### config.mk
export PLATFORM = sky130hd
export DESIGN_NAME = uart_tx_scheduler
export DESIGN_NICKNAME = d
export VERILOG_FILES = /design/src/rtl/uart_pkg.sv /design/src/rtl/uart_rr_picker.sv /design/src/rtl/uart_tx_scheduler.sv
export SDC_FILE = /design/constraint.sdc
export NUM_CORES = 1
export LEC_CHECK = 0
export BUFFER_PORTS_ARGS = -buffer_cell sky130_fd_sc_hd__buf_2
export CORE_ASPECT_RATIO = 0.8
export CORE_MARGIN = 5
export CORE_UTILIZATION = 52
export DETAILED_ROUTE_END_ITERATION = 8
export PLACE_DENSITY = 0.95
export SLEW_MARGIN = 20
export SYNTH_ARGS = -nofsm -noshare
export SYNTH_HDL_FRONTEND = slang
export SYNTH_SLANG_ARGS = --single-unit
export TNS_END_PERCENT = 5
### constraint.sdc
create_clock -name clk -period 3.5 [get_ports clk]
set_clock_uncertainty 0.2 [all_clocks]
set_input_delay 0.35 -clock clk [delete_from_list [all_inputs] [get_ports clk]]
set_output_delay 0.35 -clock clk [all_outputs]
set_load 0.02 [all_outputs]
### src/rtl/uart_pkg.sv
// uart_pkg: shared FSM encoding and serializer handshake constants for the UART scheduler
package uart_pkg;
  localparam int UART_BYTE_W = 8;
  localparam int TX_START_CYCLES = 1;
  localparam int TX_BUSY_LAG = 1;
  typedef enum logic [2:0] {IDLE, SEND, LAUNCH, WAIT, GAP} state_t;
endpackage

### src/rtl/uart_rr_picker.sv
// uart_rr_picker: round-robin winner search starting just above ptr, with wrap
module uart_rr_picker #(
  parameter int N = 4,
  parameter int W = $clog2(N)
) (
  input  logic [N-1:0] req,
  input  logic [W-1:0] ptr,
  output logic [W-1:0] winner,
  output logic         any_req
);
  always_comb begin
    winner = '0;
    for (int k = N; k >= 1; k--)
      if (req[(int'(ptr) + k) % N]) winner = W'((int'(ptr) + k) % N);
  end
  assign any_req = |req;
endmodule

### src/rtl/uart_tx_scheduler.sv
// uart_tx_scheduler: round-robin sharing of one UART byte serializer among N_REQ message sources
module uart_tx_scheduler
  import uart_pkg::*;
#(
  parameter int N_REQ = 4,
  parameter int GAP_CYCLES = 2,
  parameter int TIMEOUT_CYCLES = 1000
) (
  input  logic                       clk,
  input  logic                       rst,
  input  logic [N_REQ-1:0]           req_valid,
  input  logic [8*N_REQ-1:0]         req_data,
  input  logic [N_REQ-1:0]           req_last,
  output logic [N_REQ-1:0]           req_ready,
  output logic                       tx_start,
  output logic [7:0]                 tx_byte,
  input  logic                       tx_busy,
  output logic                       grant_active,
  output logic [$clog2(N_REQ)-1:0]   grant_id,
  output logic                       abort_pulse
);
  localparam int IW = $clog2(N_REQ);
  localparam int TW = TIMEOUT_CYCLES > 1 ? $clog2(TIMEOUT_CYCLES) : 1;
  localparam int GW = GAP_CYCLES > 0 ? $clog2(GAP_CYCLES + 1) : 1;
  state_t state, state_n;
  logic [IW-1:0] ptr, winner;
  logic any_req, last_r, sel_valid, sel_last, timeout, gap_done;
  logic [TW-1:0] tcnt;
  logic [GW-1:0] gcnt;
  logic [UART_BYTE_W-1:0] sel_data;
  uart_rr_picker #(.N(N_REQ)) picker (
    .req(req_valid),
    .ptr(ptr),
    .winner(winner),
    .any_req(any_req)
  );
  assign sel_valid = req_valid[grant_id];
  assign sel_last = req_last[grant_id];
  assign sel_data = req_data[grant_id*UART_BYTE_W +: UART_BYTE_W];
  assign timeout = tcnt == TW'(TIMEOUT_CYCLES - 1);
  assign gap_done = gcnt == GW'(GAP_CYCLES);
  assign tx_start = state == LAUNCH;
  assign req_ready = state == SEND ? N_REQ'(1) << grant_id : '0;
  always_comb begin
    state_n = state;
    case (state)
      IDLE:    state_n = any_req ? SEND : IDLE;
      SEND:    state_n = sel_valid ? LAUNCH : timeout ? GAP : SEND;
      LAUNCH:  state_n = WAIT;
      WAIT:    state_n = tx_busy ? WAIT : last_r ? GAP : SEND;
      GAP:     state_n = gap_done ? IDLE : GAP;
      default: state_n = IDLE;
    endcase
  end
  always_ff @(posedge clk) begin
    if (rst) begin
      state <= IDLE;
      ptr <= IW'(N_REQ - 1);
      grant_id <= '0;
      grant_active <= 1'b0;
      tx_byte <= '0;
      last_r <= 1'b0;
      tcnt <= '0;
      gcnt <= '0;
      abort_pulse <= 1'b0;
    end else begin
      state <= state_n;
      abort_pulse <= state == SEND && !sel_valid && timeout;
      tcnt <= (state == SEND && !sel_valid && !timeout) ? tcnt + 1'b1 : '0;
      gcnt <= (state == GAP && !gap_done) ? gcnt + 1'b1 : '0;
      if (state == IDLE && any_req) begin
        grant_id <= winner;
        ptr <= winner;
        grant_active <= 1'b1;
      end
      if (state == SEND && sel_valid) begin
        tx_byte <= sel_data;
        last_r <= sel_last;
      end
      if ((state == SEND && !sel_valid && timeout) || (state == WAIT && !tx_busy && last_r))
        grant_active <= 1'b0;
    end
  end
endmodule
==> out/results.md, run 1 <==
| Item | Reported |
| --- | --- |
| Outcome | complete, no violations |
| Rows | 17 |
| Int Pwr | 764 µW |
| Synthesized cell area | 1580 µm² |
| Arrival time at the worst endpoint | 2250 ps |
| Maximum achievable frequency | 446 MHz |
| Dominant combinational cell family by area after synthesis | simple AND/OR/NAND/NOR gates |
| Number of warnings issued by yosys | 0 |
| I/O pin cnt | 60 |
| Switching part of the total | 0.301 |
| Area of combinational cells with multiple inputs | 913 µm² |
| List of most frequent post-synthesis cells | dfxtp_1, nor2_1, nand2_1 |
| Class of the most critical setup path | flip-flop to flip-flop |
| Power density over cell area | 548 nW/µm² |
| Global-route usage over all layers | 0.187 |
| Average cell area after synthesis | 9.46 µm² |
| Storage element area | 601 µm² |
| Final setup vio count | 0 |
| Number of fill cells | 201 |
| WL final | 3.67 mm |
| Final total negative setup slack | 0 ps |
| Final core occ | 0.705 |
| Initial antenna violation count | 0 |
| Total via count after detailed routing | 1443 |
| Predominant post-synthesis flop cell | dfxtp_1 |
| Net count of the mapped netlist | 212 |
| Actual slew at the worst max-slew pin | 605 ps |
| Number of flops mapped to enable cells by yosys | 0 |
| Nets | 271 |
| Total of max-cap violations | 0 |
| Power share of the combinational group | 0.301 |
| Effective utilization at floorplan | 0.558 |
| X dimension of the die | 71.6 µm |
| Gates resized, CTS repair | 0 |
| Area grow syn2layout | 26.4% |
| Max Buffers Root-to-Sink | 2 |
| Switch Pwr | 329 µW |
| Number of I/O port buffers | 59 |
| Via density per instance | 5.47 |
| Number of hold violations in the final report | 0 |
| Unrepaired setup endpoints after global routing | no |
| Setup repair bufs after CTS | 0 |
| Number of iterations in the first detailed-routing pass | 4 |
| Cell chosen for the clock root | clkbuf_8 |
| Unique cell type count in the Yosys netlist | 37 |
| Flop pwr share | 0.381 |
| Adder and majority cell fraction of the synthesized area | 0.0158 |
| Share of synthesized area spent on multiplexers | 0.200 |
| TritonCTS clock tree | done |
| Clock network power share | 0.318 |
| Type of the tightest min-delay check | flip-flop to flip-flop |
| Worst-path maximum fanout | 16 |
| Peak VDD IR | 0.000240 V |
| Core Box Area | 2830 µm² |
| HPWL after detailed placement | 2.88 mm |
| Number of H-tree branching levels | 2 |
| Die Area | 4250 µm² |
| Crit path capture type | flip-flop |
| Total of flip-flops plus latches after synthesis | 30 |
| Gate count of the mapped netlist | 167 |
| Share of synthesized area occupied by flip-flops and latches | 0.380 |
| Category of the worst setup path launch point | flip-flop |
| Per-cell routed wire length | 13.9 µm |
| Tightest slew margin relative to the limit | 0.594 |
| N_diodes | 0 |
| TritonCTS Buffers | 5 |
| Number of pins with negative max-slew slack in the final report | 0 |
| Largest net degree at the start of global routing | 22 |
| Number of sinks handled by clock tree synthesis | 30 |
| Routed Antenna Nets | 0 |
| Floorplan die height | 59.3 µm |
| Remaining Overflow, GRT | 0 |
| Drc violations | 0 |
| Clock input transition at the sequential cells of the worst setup and hold paths | 60 ps |
| Clock insertion delay at the later pin of the skew report | 280 ps |
| Wire length of the first global-routing pass | 6.12 mm |
| Leading area contributor after synthesis | dfxtp_1 |
| Via count of the first global-routing pass | 1356 |
| Placer Congestion | 0.793 |
| DRC marker count from the first detailed-route iteration | 68 |
| Post-Synth XOR/XNOR Area | 0.0444 |
| Simple-gate area share of the yosys netlist | 0.246 |
| Minimum clock period after layout | 2240 ps |
| Synthesized-area fraction occupied by ao, oa, aoi and oai cells | 0.0729 |
| Cell types with the largest area share after synthesis | dfxtp_1, mux4_2, nor2_1 |
| Ratio of cells with drive above 1 in the final layout | 0.354 |
| Number of hold buffers added after cts | 0 |
| Register-to-register setup slack | 1260 ps |
| Period utilisation layout | 0.640 |
| Leak | 0.000874 µW |
| Dominant cell by count in the synthesized netlist | dfxtp_1 |
| Worst endpoint required time | 3510 ps |
| Share of synthesized registers carrying an async set or reset | 0 |
| Yosys top cell area share | 0.380 |
## critical path: stages (launching register included)
cell and delay (ps):
dfxtp_1 710, mux4_2 460, nand2b_1 180, or3_1 480, nor2_1 150
## cell families (layout without fill, tap and decap cells)
family / after synthesis / after routing
compound gates: 17 / 17
fa+ha+maj: 2 / 2
buf+inv: 13 / 72
simple gates: 78 / 78
mux: 19 / 19
xor+xnor: 8 / 8
flops: 30 / 30
## through the flow
stage,hold slack [ps],cells,setup WS (ps),power [µW],instance area [µm²]
floorplan,200,167,1390,667,1580
global placement,211,257,1350,745,1880
detailed placement,218,257,1260,752,1880
CTS,226,264,1260,1100,2000
global route,249,264,1080,1160,2000
finish,225,264,1260,1090,2000
## power groups by stage
stage | combinational [µW] | clock [µW] | sequential (µW)
finish | 329 | 348 | 416
global route | 361 | 373 | 422
CTS | 332 | 355 | 415
detailed placement | 330 | 0 | 422
global placement | 324 | 0 | 421
floorplan | 230 | 0 | 436
## per-layer routing
metal / vias to the layer above / global-route usage / share of wire
li1: 719 / - / -
met1: 653 / 0.220 / 0.41
met2: 66 / 0.312 / 0.45
met3: 5 / 0.0746 / 0.13
met4: 0 / 0.0643 / 0.013
met5: - / 0 / 0
## flip-flops by register name (all words and copies together), names as in the netlist
| name | flops |
|---|---|
| last_r | 1 |
| tcnt | 10 |
| ptr | 2 |
| grant_id | 2 |
| state | 3 |
| abort_pulse | 1 |
| gcnt | 2 |
| grant_active | 1 |
| tx_byte | 8 |
## cell usage in the layout (no fill, tap or decap), types with 6 or more instances in the layout
master and n:
nand2_1 11, mux2i_1 9, dfxtp_1 30, nor3_1 7, nand3_1 6, xnor2_1 6
clkbuf_8 6, buf_2 59, nor2_1 29, mux4_2 10
## final timing paths
path / start / endpoint / depth (start not counted)
max: grant_id[1] / tcnt[1] / 4
max reg2reg: grant_id[1] / tcnt[1] / 4
min reg2reg: gcnt[0] / gcnt[0] / 1
min: gcnt[0] / gcnt[0] / 1
## final cells by class
type,instances,area share
Inverter,5,0.00940
Tap cell,38,0.0238
Multi-Input combinational cell,124,0.458
Clock inverter,1,0.0150
Clock buffer,6,0.0414
Sequential cell,30,0.301
Timing Repair Buffer,60,0.152
Power figures use the tool's default switching activity.
==> run 2: changes to the inputs <==
--- a/config.mk
+++ b/config.mk
@@ -8,9 +8,9 @@
 export BUFFER_PORTS_ARGS = -buffer_cell sky130_fd_sc_hd__buf_2
 export CORE_ASPECT_RATIO = 0.8
 export CORE_MARGIN = 5
-export CORE_UTILIZATION = 52
+export CORE_UTILIZATION = 48
 export DETAILED_ROUTE_END_ITERATION = 8
-export PLACE_DENSITY = 0.95
+export PLACE_DENSITY = 0.9
 export SLEW_MARGIN = 20
 export SYNTH_ARGS = -nofsm -noshare
 export SYNTH_HDL_FRONTEND = slang
==> constraint.sdc (replaced) <==
create_clock -name clk -period 2.3 [get_ports clk]
set_clock_uncertainty 0.2 [all_clocks]
set_input_delay 0.23 -clock clk [delete_from_list [all_inputs] [get_ports clk]]
set_output_delay 0.23 -clock clk [all_outputs]
set_load 0.02 [all_outputs]
==> run 2 against run 1 <==
Total power is 39% higher. Critical path type unchanged. Critical endpoint is now tcnt[7]. Wire length fell by 1.7%. Highest routed layer unchanged. Largest power group unchanged. Via count decreased by 0.28%. Final cell count increased by 1.5%.
==> out/results.md, run 2 (same netlist as run 1, synthesis figures left out) <==
| Item | Reported | vs previous |
| --- | --- | --- |
| Remaining Overflow, GRT | 0 | unchanged |
| Biggest regs | tcnt (10), tx_byte (8), state (3) |  |
| Maximum achievable frequency | 503 MHz | +13% |
| Per-cell routed wire length | 13.4 µm | -3.2% |
| Total of max-cap violations | 0 | unchanged |
| Final design area excluding fillers | 1980 µm² | -0.94% |
| Number of sinks handled by clock tree synthesis | 30 | unchanged |
| Clock insertion delay at the later pin of the skew report | 260 ps | -20 ps |
| Max Buffers Root-to-Sink | 2 | unchanged |
| Routed Antenna Nets | 0 | unchanged |
| R2R Path End | tcnt[7] |  |
| Category of the worst setup path launch point | flip-flop |  |
| Number of H-tree branching levels | 2 | unchanged |
| Number of fill cells | 264 | +31% |
| TritonCTS clock tree | done |  |
| Drc violations | 0 | unchanged |
| Flop pwr share | 0.407 | +0.026 |
| Area grow syn2layout | 25.2% |  |
| Gates resized, CTS repair | 0 | unchanged |
| Period utilisation layout | 0.864 | +0.224 |
| Start of the worst register-to-register path | grant_id[0] |  |
| N_diodes | 0 | unchanged |
| Worst setup path startpoint | grant_id[0] |  |
| Via count of the first global-routing pass | 1351 | -0.37% |
| Number of hold violations in the final report | 0 | unchanged |
| Class of the most critical setup path | flip-flop to flip-flop |  |
| Core Box Area | 3130 µm² | +11% |
| Cells on worst reg2reg path | 4 | unchanged |
| Worst endpoint required time | 2290 ps | -1220 ps |
| Clock input transition at the sequential cells of the worst setup and hold paths | 60 ps | about the same |
| Outcome | complete, no violations |  |
| Int Pwr | 1030 µW | +35% |
| Ratio of cells with drive above 1 in the final layout | 0.351 | -0.00311 |
| Max reg flops | 10 | unchanged |
| Clock network power share | 0.244 | -0.074 |
| Crit path capture type | flip-flop |  |
| Type of the tightest min-delay check | input port to flip-flop |  |
| Wire length of the first global-routing pass | 5.80 mm | -5.3% |
| Cell chosen for the clock root | clkbuf_8 |  |
| Arrival time at the worst endpoint | 1980 ps | -270 ps |
| HPWL after detailed placement | 2.88 mm | +0.28% |
| Cell Area, Placed | 1900 µm² | +0.93% |
| Die Area | 4540 µm² | +7.0% |
| Power share of the combinational group | 0.349 | +0.048 |
| Setup repair bufs after CTS | 0 | unchanged |
| Register-to-register setup slack | 310 ps | -950 ps |
| Unrepaired setup endpoints after global routing | no |  |
| Register with the most flip-flops | tcnt |  |
| I/O pin cnt | 60 | unchanged |
| Number of pins with negative max-slew slack in the final report | 0 | unchanged |
| WL final | 3.60 mm | -1.7% |
| Peak VDD IR | 0.000334 V | +39% |
| Number of iterations in the first detailed-routing pass | 4 | unchanged |
| Via density per instance | 5.37 | -1.8% |
| Number of hold buffers added after cts | 0 | unchanged |
| Highest-count cells in the layout ignoring fill and taps | buf_2, dfxtp_1, nor2_1, nand2_1, mux4_2 |  |
| Worst-path maximum fanout | 10 | -6 |
| Global-route usage over all layers | 0.166 | -0.0209 |
| Floorplan die height | 61.3 µm | +3.4% |
| Switch Pwr | 486 µW | +48% |
| Effective utilization at floorplan | 0.504 | -0.0538 |
| CP Capture Point | tcnt[7] |  |
| X dimension of the die | 74.1 µm | +3.5% |
| Initial antenna violation count | 0 | unchanged |
| Rows | 18 | +1 |
| Final setup vio count | 0 | unchanged |
| Minimum clock period after layout | 1990 ps | -253 ps |
| Switching part of the total | 0.320 | +0.0183 |
| Power density over cell area | 769 nW/µm² | +40% |
| Total via count after detailed routing | 1439 | -0.28% |
| Largest net degree at the start of global routing | 22 | unchanged |
| TritonCTS Buffers | 5 | unchanged |
| Leak | 0.000866 µW | -1.0% |
| Nets | 273 | +0.74% |
| Most common cell after layout, fill and taps aside | buf_2 |  |
| Actual slew at the worst max-slew pin | 483 ps | -122 ps |
| Placer Congestion | 0.791 | -0.23% |
| Final total negative setup slack | 0 ps | unchanged |
| Tightest slew margin relative to the limit | 0.677 | +0.0829 |
| Number of I/O port buffers | 59 | unchanged |
| DRC marker count from the first detailed-route iteration | 79 | +16% |
run 2: worst min path at each step:
stage / start / endpoint / slack, ps / cells past startpoint
final: tx_busy / state[1] / 130 / 3
after global routing: tx_busy / state[1] / 150 / 3
after CTS: tx_busy / state[1] / 130 / 3
after detailed placement: gcnt[0] / gcnt[0] / 220 / 1
after global placement: gcnt[0] / gcnt[0] / 210 / 1
after floorplan: gcnt[0] / gcnt[0] / 200 / 1
run 2: final cells by class:
type | instances | area, µm² | area share
clock buffer | 7 | 76.3 | 0.0386
inverter | 5 | 18.8 | 0.00949
multi-input combinational | 124 | 913 | 0.462
sequential | 30 | 601 | 0.304
tap | 40 | 50.0 | 0.0253
timing repair buffer | 62 | 318 | 0.161
run 2: metrics by stage:
stage               hold slack [ps]  setup WS [ps]  instances   util  total power, µW
floorplan                       200            193        167      -             1010
global placement                210            347        261  0.607             1150
detailed placement              219            294        261  0.607             1160
CTS                             131            297        268  0.631             1540
global route                    151            166        268  0.631             1610
finish                          133            312        268  0.631             1520
run 2: worst max-delay path, cell delays in order (launching register included):
cell	delay, ps
dfxtp_1	350
mux4_2	560
nand2b_1	180
or3_1	480
nor2_1	160
run 2: power groups by stage:
stage / registers, µW / logic (µW) / clock network, µW
after floorplan: 664 / 350 / 0
after global placement: 626 / 519 / 0
after detailed placement: 629 / 534 / 0
after CTS: 618 / 536 / 382
after global routing: 626 / 584 / 403
final: 619 / 531 / 370
run 2: layer usage:
metal / global-route usage / vias to the layer above / share of wire
met1: 0.200 / 656 / 0.42
met2: 0.294 / 63 / 0.47
met3: 0.0473 / 2 / 0.11
met4: 0.0439 / 0 / 0.0053
met5: 0 / - / 0
li1: - / 718 / -
